<file path="src/rtl/mem_stage_ctrl.sv">
// Purpose: Y86 memory-stage initiator; decodes icode, range-checks the address and drives the data memory.
// Latency: start edge to done is ACC_CYCLES+1 cycles for a read/write, 1 cycle for no-access or address error.
// Backpressure: none; start is taken only in IDLE, and start while busy (or during done) is dropped.
// Optional: define MEM_STATS_EN to add rd_count/wr_count completed-access counters.
module mem_stage_ctrl #(
  parameter logic [63:0] ADDR_MIN   = 64'd1,
  parameter logic [63:0] ADDR_MAX   = 64'd20,
  parameter int          ACC_CYCLES = 1
) (
  input  logic        clk,
  input  logic        res,
  input  logic        start,
  input  logic [3:0]  icode,
  input  logic [63:0] valE,
  input  logic [63:0] valA,
  input  logic [63:0] valP,
  output logic [63:0] mem_addr,
  output logic [63:0] mem_data,
  output logic        mem_read,
  output logic        mem_write,
  input  logic [63:0] mem_valM,
  output logic [63:0] valM,
  output logic        done,
  output logic        busy,
  output logic        dmem_error
`ifdef MEM_STATS_EN
  ,
  output logic [31:0] rd_count,
  output logic [31:0] wr_count
`endif
);

  typedef enum logic [1:0] {S_IDLE, S_ACCESS, S_DONE} state_t;

  localparam logic [3:0] CNT_INIT = 4'(ACC_CYCLES - 1);

  state_t      state, state_nxt;
  logic [3:0]  cnt, cnt_nxt;
  logic [63:0] addr_nxt, data_nxt, valm_nxt;
  logic        rd_nxt, wr_nxt, done_nxt, busy_nxt, err_nxt;

  logic        dec_rd, dec_wr;
  logic [63:0] dec_addr, dec_data;
  logic        in_range;

  // Decode the incoming request: direction, address source and write-data source.
  always_comb begin
    dec_rd   = 1'b0;
    dec_wr   = 1'b0;
    dec_addr = valE;
    dec_data = valA;
    case (icode)
      4'h4: dec_wr = 1'b1;
      4'h5: dec_rd = 1'b1;
      4'h8: begin dec_wr = 1'b1; dec_data = valP; end
      4'h9: begin dec_rd = 1'b1; dec_addr = valA; end
      4'hA: dec_wr = 1'b1;
      4'hB: begin dec_rd = 1'b1; dec_addr = valA; end
      default: ;
    endcase
  end

  // Full-width unsigned compare, so huge or zero addresses never wrap into range.
  assign in_range = (dec_addr >= ADDR_MIN) && (dec_addr <= ADDR_MAX);

  // Next-state and next registered-output values; everything defaults to hold.
  always_comb begin
    state_nxt = state;
    cnt_nxt   = cnt;
    addr_nxt  = mem_addr;
    data_nxt  = mem_data;
    valm_nxt  = valM;
    rd_nxt    = mem_read;
    wr_nxt    = mem_write;
    done_nxt  = 1'b0;
    busy_nxt  = busy;
    err_nxt   = dmem_error;
    case (state)
      S_IDLE: begin
        busy_nxt = 1'b0;
        if (start) begin
          valm_nxt = '0;
          err_nxt  = 1'b0;
          busy_nxt = 1'b1;
          if ((dec_rd || dec_wr) && in_range) begin
            addr_nxt  = dec_addr;
            data_nxt  = dec_data;
            rd_nxt    = dec_rd;
            wr_nxt    = dec_wr;
            cnt_nxt   = CNT_INIT;
            state_nxt = S_ACCESS;
          end else begin
            // Out-of-range memory op flags an error; non-memory op just completes.
            err_nxt   = dec_rd || dec_wr;
            done_nxt  = 1'b1;
            state_nxt = S_DONE;
          end
        end
      end
      S_ACCESS: begin
        // Write strobe lives only in the first ACCESS cycle so memory commits once.
        wr_nxt = 1'b0;
        if (cnt == 4'd0) begin
          if (mem_read) valm_nxt = mem_valM;
          rd_nxt    = 1'b0;
          done_nxt  = 1'b1;
          state_nxt = S_DONE;
        end else begin
          cnt_nxt = cnt - 4'd1;
        end
      end
      S_DONE: begin
        busy_nxt  = 1'b0;
        state_nxt = S_IDLE;
      end
      default: state_nxt = S_IDLE;
    endcase
  end

  // State register and registered outputs; reset drops strobes and discards any access in flight.
  always_ff @(posedge clk) begin
    if (res) begin
      state      <= S_IDLE;
      cnt        <= 4'd0;
      mem_addr   <= '0;
      mem_data   <= '0;
      valM       <= '0;
      mem_read   <= 1'b0;
      mem_write  <= 1'b0;
      done       <= 1'b0;
      busy       <= 1'b0;
      dmem_error <= 1'b0;
    end else begin
      state      <= state_nxt;
      cnt        <= cnt_nxt;
      mem_addr   <= addr_nxt;
      mem_data   <= data_nxt;
      valM       <= valm_nxt;
      mem_read   <= rd_nxt;
      mem_write  <= wr_nxt;
      done       <= done_nxt;
      busy       <= busy_nxt;
      dmem_error <= err_nxt;
    end
  end

`ifdef MEM_STATS_EN
  // Count completed accesses on the edge leaving ACCESS; an ACCESS that is not a read is a write.
  always_ff @(posedge clk) begin
    if (res) begin
      rd_count <= 32'd0;
      wr_count <= 32'd0;
    end else if (state == S_ACCESS && cnt == 4'd0) begin
      if (mem_read) rd_count <= rd_count + 32'd1;
      else          wr_count <= wr_count + 32'd1;
    end
  end
`endif

endmodule

</file>
<file path="config.mk">
export PLATFORM = sky130hd
export DESIGN_NAME = mem_stage_ctrl
export DESIGN_NICKNAME = d
export VERILOG_FILES = /design/src/rtl/mem_stage_ctrl.sv
export SDC_FILE = /design/constraint.sdc
export NUM_CORES = 1
export LEC_CHECK = 0
export ABC_AREA = 1
export BUFFER_PORTS_ARGS = -buffer_cell sky130_fd_sc_hd__buf_2
export CORE_ASPECT_RATIO = 0.75
export CORE_MARGIN = 2
export CORE_UTILIZATION = 25
export DETAILED_ROUTE_END_ITERATION = 6
export SLEW_MARGIN = 0
export SYNTH_ARGS = -nofsm -noshare
export SYNTH_HDL_FRONTEND = slang
export SYNTH_SLANG_ARGS = --single-unit
export TNS_END_PERCENT = 5
</file>
<file path="constraint.sdc">
create_clock -name clk -period 1.7 [get_ports clk]
set_input_delay 0 -clock clk [delete_from_list [all_inputs] [get_ports clk]]
set_output_delay 0 -clock clk [all_outputs]
set_load 0.01 [all_outputs]
</file>
---- Word-level counts from Yosys, hierarchy flattened ----
Cells that the tools add are included.
word-level totals
  register bits ........................... 203
  bits of input ports ..................... 263
  output and inout bits ................... 197
  logic and storage cells ................. 73
cells by class
  add/sub/neg operators ................... 1
  order comparisons ....................... 2
  eq/ne operators ......................... 13
  mux-type cells .......................... 30
  reduce and logical (&&, ||, !) cells .... 17
operator list
  cell                   number
  $mux W64               5
  $pmux W64 S2           1
  $ge A64 B1 Y1 const B  1
  $le A64 B5 Y1 const B  1
  $eq A4 B4 Y1 const B   4
  $mux W1                12
  $mux W4                3
  $reduce_and A4 Y1      3
  $ne A2 B2 Y1 const B   5
  $eq A4 B3 Y1 const B   2
  $pmux W1 S2            4
  $pmux W4 S2            1
  $mux W2                3
  $reduce_and A3 Y1      2
  $reduce_or A3 Y1       2
  $logic_not A4 Y1       1
  $pmux W2 S2            1
  $reduce_and A2 Y1      2
  $reduce_bool A2 Y1     2
  $sub A4 B1 Y4 const B  1
  $eq A2 B1 Y1 const B   1
  $eq A2 B2 Y1 const B   1
  $logic_and A1 B1 Y1    2
  $logic_not A2 Y1       1
  2 further kinds        2

---- Logic depth before layout (Yosys ltp) ----
  word-level depth ........................ 9
  mapped depth ............................ 18
  mapped depth without buffers ............ 16

---- Worst setup path before layout ----
OpenSTA, ideal clock, no wires.
  path type ............................... input port to flip-flop
  from .................................... in icode[3]
  to ...................................... reg mem_data[47]
  library setup time ...................... 116 ps
  data arrival time ....................... 1,627 ps
  data required time ...................... 1,584 ps
  path slack .............................. -43 ps
  stages .................................. 15
  buffers on the path ..................... 4
  path through ............................ buf_4 inv_2 nor2_2 buf_2 nand3_1 nand2_1 nand3_1 nand2_1 nand2_1 nor2_1 nand3_2 buf_2 buf_2 nor2_1 nor2_1
on the way
  longest elaborated chain between the ends .. 7
  elaborated cells on any way between the ends .. 19
  those cells by class .................... order compare (2); eq/ne (6); mux (4); reduce/logical (7)
RTL lines
  item                                            line  RTL
  start, declared                                 13    input logic [3:0] icode,
  $eq A4 B4 Y1                                    52    case (icode)
  $reduce_or A2 Y1 (no line)                      --
  $mux W64                                        52
  $ge A64 B1 Y1 or $le A64 B5 Y1 (tied branches)  64    assign in_range = (dec_addr >= ADDR_MIN) && (dec_addr <= ADDR_MAX);
  $logic_and A1 B1 Y1                             64
  $logic_and A1 B1 Y1                             85    if ((dec_rd || dec_wr) && in_range) begin
  $reduce_and A3 Y1 (no line)                     --
  end signal, assigned                            137   mem_data <= data_nxt;
  end, declared                                   18    output logic [63:0] mem_data,
Parallel ways exist; a longest one is shown, timed or not.
A chain may end at the register's enable or synchronous reset.

---- Worst setup path in the final report ----
  from .................................... in valA[19]
  to ...................................... reg mem_data[61]
on the way
  longest elaborated chain between the ends .. 5
  elaborated cells on any way between the ends .. 6
  those cells by class .................... order compare (2); mux (1); reduce/logical (3)
RTL lines
  item                                            line  RTL
  start, declared                                 15    input logic [63:0] valA,
  $mux W64 (*)                                    52
  $ge A64 B1 Y1 or $le A64 B5 Y1 (tied branches)  64
  $logic_and A1 B1 Y1 (*)                         64
  $logic_and A1 B1 Y1 (*)                         85
  $reduce_and A3 Y1 (no line) (*)                 --
Every way passes the cells marked *; elsewhere a longest branch is shown, timed or not.

==> results_dict.tcl <==
set metrics [dict create \
    pre_cts_ws_ns -0.481 \
    dpl_cell_area_um2 12100 \
    crit_arrival_ns 2.08 \
    worst_ep_required_time_ns 2.12 \
    ys.warnings.count 0 \
    rr_startpoint "state[0]" \
    min_to "dmem_error" \
    clk_root_buffer_cell "sky130_fd_sc_hd__clkbuf_16" \
    fp.dieArea_um2 36700 \
    final.setup.worst_slack_ns 0.0357 \
    vdd_drop_max_uv 623 \
    final_cell_mix "sky130_fd_sc_hd__buf_2, sky130_fd_sc_hd__nor2_1, sky130_fd_sc_hd__dfxtp_1" \
    share_of_layout_cells_above_drive_strength_1_pct 35.2 \
    vias 10800 \
    ctsLongestPathBuffers 3 \
    min_path_cells 6 \
    multi_input_area_um2 4090 \
    post_synth_inst_count 1162 \
    post_drt_via_cell_ratio 4.67 \
    fillCellCount 3428 \
    p_per_area_nw_per_um2 754 \
    detailedRoute.firstPassIterationCount 5 \
    drv_slew 0 \
    seqCellArea_um2 4060 \
    dr.first_iter.drc_count 785 \
    run_status "complete, no violations" \
    postRouteAntennaNets 0 \
    cp-end-kind "flop" \
    synth_cell_types 29 \
    fp-row-count 59 \
    unrepaired_setup_endpoints_after_global_routing "yes" \
    maxClockFrequency_ghz 0.601 \
    grt_first_pass_wirelength_mm 56.8 \
    clock_tree_from_tritoncts "yes" \
    cts_made_buffers 24 \
    maxCapViolations 0 \
    timing_worst_slew_pin_value_ns 0.369 \
    timing.hold.worst.start "icode[1]" \
    port-buffer-count 459 \
    ios 460 \
    drc_violations_left 0 \
    clk_pin_slew_worst_paths_ns 0.06 \
    finalHoldViolCount 0 \
    fp.dieW_um 220 \
    postLayoutCellArea_um2 15100 \
    ff2ff_setup_slack_ns 0.06 \
    yosys_most_used_dff "sky130_fd_sc_hd__dfxtp_1" \
    floorplan.initialDensity_pct 25.4 \
    critical_path.reg2reg.endpoint "valM[6]" \
    timing.clock.skew_ns 0.0103 \
    critical_path.max_stage_delay_ns 0.53 \
    cp_max_fo 67 \
    synth-edff-count 0 \
    timing.final.crit_period_ns 1.66 \
    report.final.setup_viol 0 \
    slew_headroom_pct 75.4 \
    grt_antenna_before_repair 9 \
    gr-total-overflow 0 \
    synth_area_um2 8790 \
    timing.final.crit_share_pct 97.9 \
    avgSynthCellArea_um2 7.56 \
    cts.sinks 203 \
    htree_num_levels 1 \
    placeableCoreArea_um2 34600 \
    whs_ns 0.0263 \
    routed_wire_length_per_instance_um 17.2 \
    critPathLaunchType "input port" \
    hold_class "input port to flop" \
    dieHeight_um 166 \
    critPathSlowestCell "sky130_fd_sc_hd__dlygate4sd3_1" \
    postRouteWirelength_mm 39.6 \
    via_count_of_the_first_global_routing_pass 10200 \
    ff2ff_path_depth 8 \
    cp_common_cell "sky130_fd_sc_hd__nor2_1" \
    syn_nets 1427 \
    grt_max_degree 75 \
    dp_hpwl_mm 27.2 \
    power_leakage_uw 0.00790 \
    ys_seq_area_share_pct 46.3 \
    timing.critical_path.cells "dlygate4sd3_1 -> buf_2 -> nand3_1 -> nand2_1 -> nor2_1 -> nand2_1 -> nor2_1 -> nand2_1 -> nor2_2 -> and2_4 -> nand3_4 -> buf_12 -> nor2_1 -> nor2_1" \
    setup.worst_path.class "input port to flop" \
    postSynthRegisterBits 203 \
    finish.net_count 2098 \
    later_pin_clock_latency_in_the_skew_report_ns 0.53 \
    area_delta_synth_final_pct 71.8 \
    place_congestion 0.960 \
    grt_use_total_pct 19.7 \
    synth-async-reset-ratio_pct 0 \
    mostFrequentLayoutCell "sky130_fd_sc_hd__buf_2" \
]
==> cell usage after synthesis (2+ instances only) <==
library cell               number  share of area [%]
sky130_fd_sc_hd__a22oi_1       64                5.5
sky130_fd_sc_hd__dfxtp_1      203                 46
sky130_fd_sc_hd__clkbuf_1      41                1.8
sky130_fd_sc_hd__buf_4          2               0.17
sky130_fd_sc_hd__inv_1         88                3.8
sky130_fd_sc_hd__o21ai_1       46                2.6
sky130_fd_sc_hd__nor2_1       256                 11
sky130_fd_sc_hd__ha_1           2               0.28
sky130_fd_sc_hd__nor3_2         2               0.23
sky130_fd_sc_hd__nand3_1      115                6.6
sky130_fd_sc_hd__nand4_1       22                1.6
sky130_fd_sc_hd__mux2_2        59                7.6
sky130_fd_sc_hd__buf_2         33                1.9
sky130_fd_sc_hd__inv_2          4               0.17
sky130_fd_sc_hd__nand2_1      162                6.9
sky130_fd_sc_hd__a21oi_1       17               0.97
sky130_fd_sc_hd__o21ai_0       27                1.5
sky130_fd_sc_hd__buf_1          8               0.34
==> cells by family after synthesis <==
kind of cell / synth area share [%]
flip-flops: 46.3
buffers and inverters: 8.07
multiplexers: 7.56
XOR/XNOR: 0.199
adder cells (fa/ha/maj): 0.285
AO/OA/AOI/OAI: 10.8
AND/OR/NAND/NOR: 26.8
==> where the power goes <==
| group | switching [uW] | total (uW) | internal (uW) |
|---|---|---|---|
| Sequential | 4.59 | 4770 | 4760 |
| Combinational | 683 | 1540 | 856 |
| Clock | 2100 | 5070 | 2980 |
==> state kept, by name, indices dropped and copies added (netlist names) <==
name        count
mem_addr       64
mem_data       64
valM           64
cnt             4
state           2
busy            1
dmem_error      1
done            1
mem_read        1
mem_write       1
==> worst max-delay path by stage <==
stage	from	endpoint	slack (ns)	depth (start not counted)
floorplan	state[0]	valM[10]	-0.03	7
global placement	icode[2]	mem_data[9]	-0.46	12
detailed placement	icode[2]	cnt[2]	-0.48	13
CTS	state[0]	cnt[2]	0.005	10
global route	state[1]	mem_data[10]	-0.05	10
finish	valA[19]	mem_data[61]	0.04	14
==> layout make-up <==
class,instances,share of cell area [%]
tap,457,3.79
multi-input combinational,783,27.1
timing repair buffer,729,34.6
clock buffer,34,4.57
inverter,92,2.45
antenna,3,0.0497
clock inverter,8,0.539
sequential,203,26.9
==> per-layer routing <==
metal | vias up | track usage [%] | part of all wire (%)
met5 | - | 0 | 0.066
met3 | 102 | 5.38 | 8.8
met4 | 4 | 5.40 | 3.2
met2 | 502 | 32.3 | 45
li1 | 5155 | - | -
met1 | 5009 | 25.2 | 42
==> metrics by stage <==
stage                     std cells  total power [uW]  utilization, %  TNS (ns)
after global placement         2058              5950            34.8    -53.24
after global routing           2308             11800            43.6    -0.597
after detailed placement       2058              5950            34.8    -55.39
after CTS                      2297             11500            42.7         0
final                          2309             11400            43.6         0
after floorplan                1162              5330               -     -1.54
==> critical path, delay by kind of cell <==
kind | cells | cell delay (ns)
buf+inv | 3 | 0.89
simple gates | 11 | 1.12
==> timing repair <==
item	4_1_cts	5_1_grt
gates resized for setup	0	27
hold endpoints to repair	148	0
hold buffers	197	0
setup buffers	0	1
setup endpoints to repair	0	162
(Power assumes the default switching activity.)
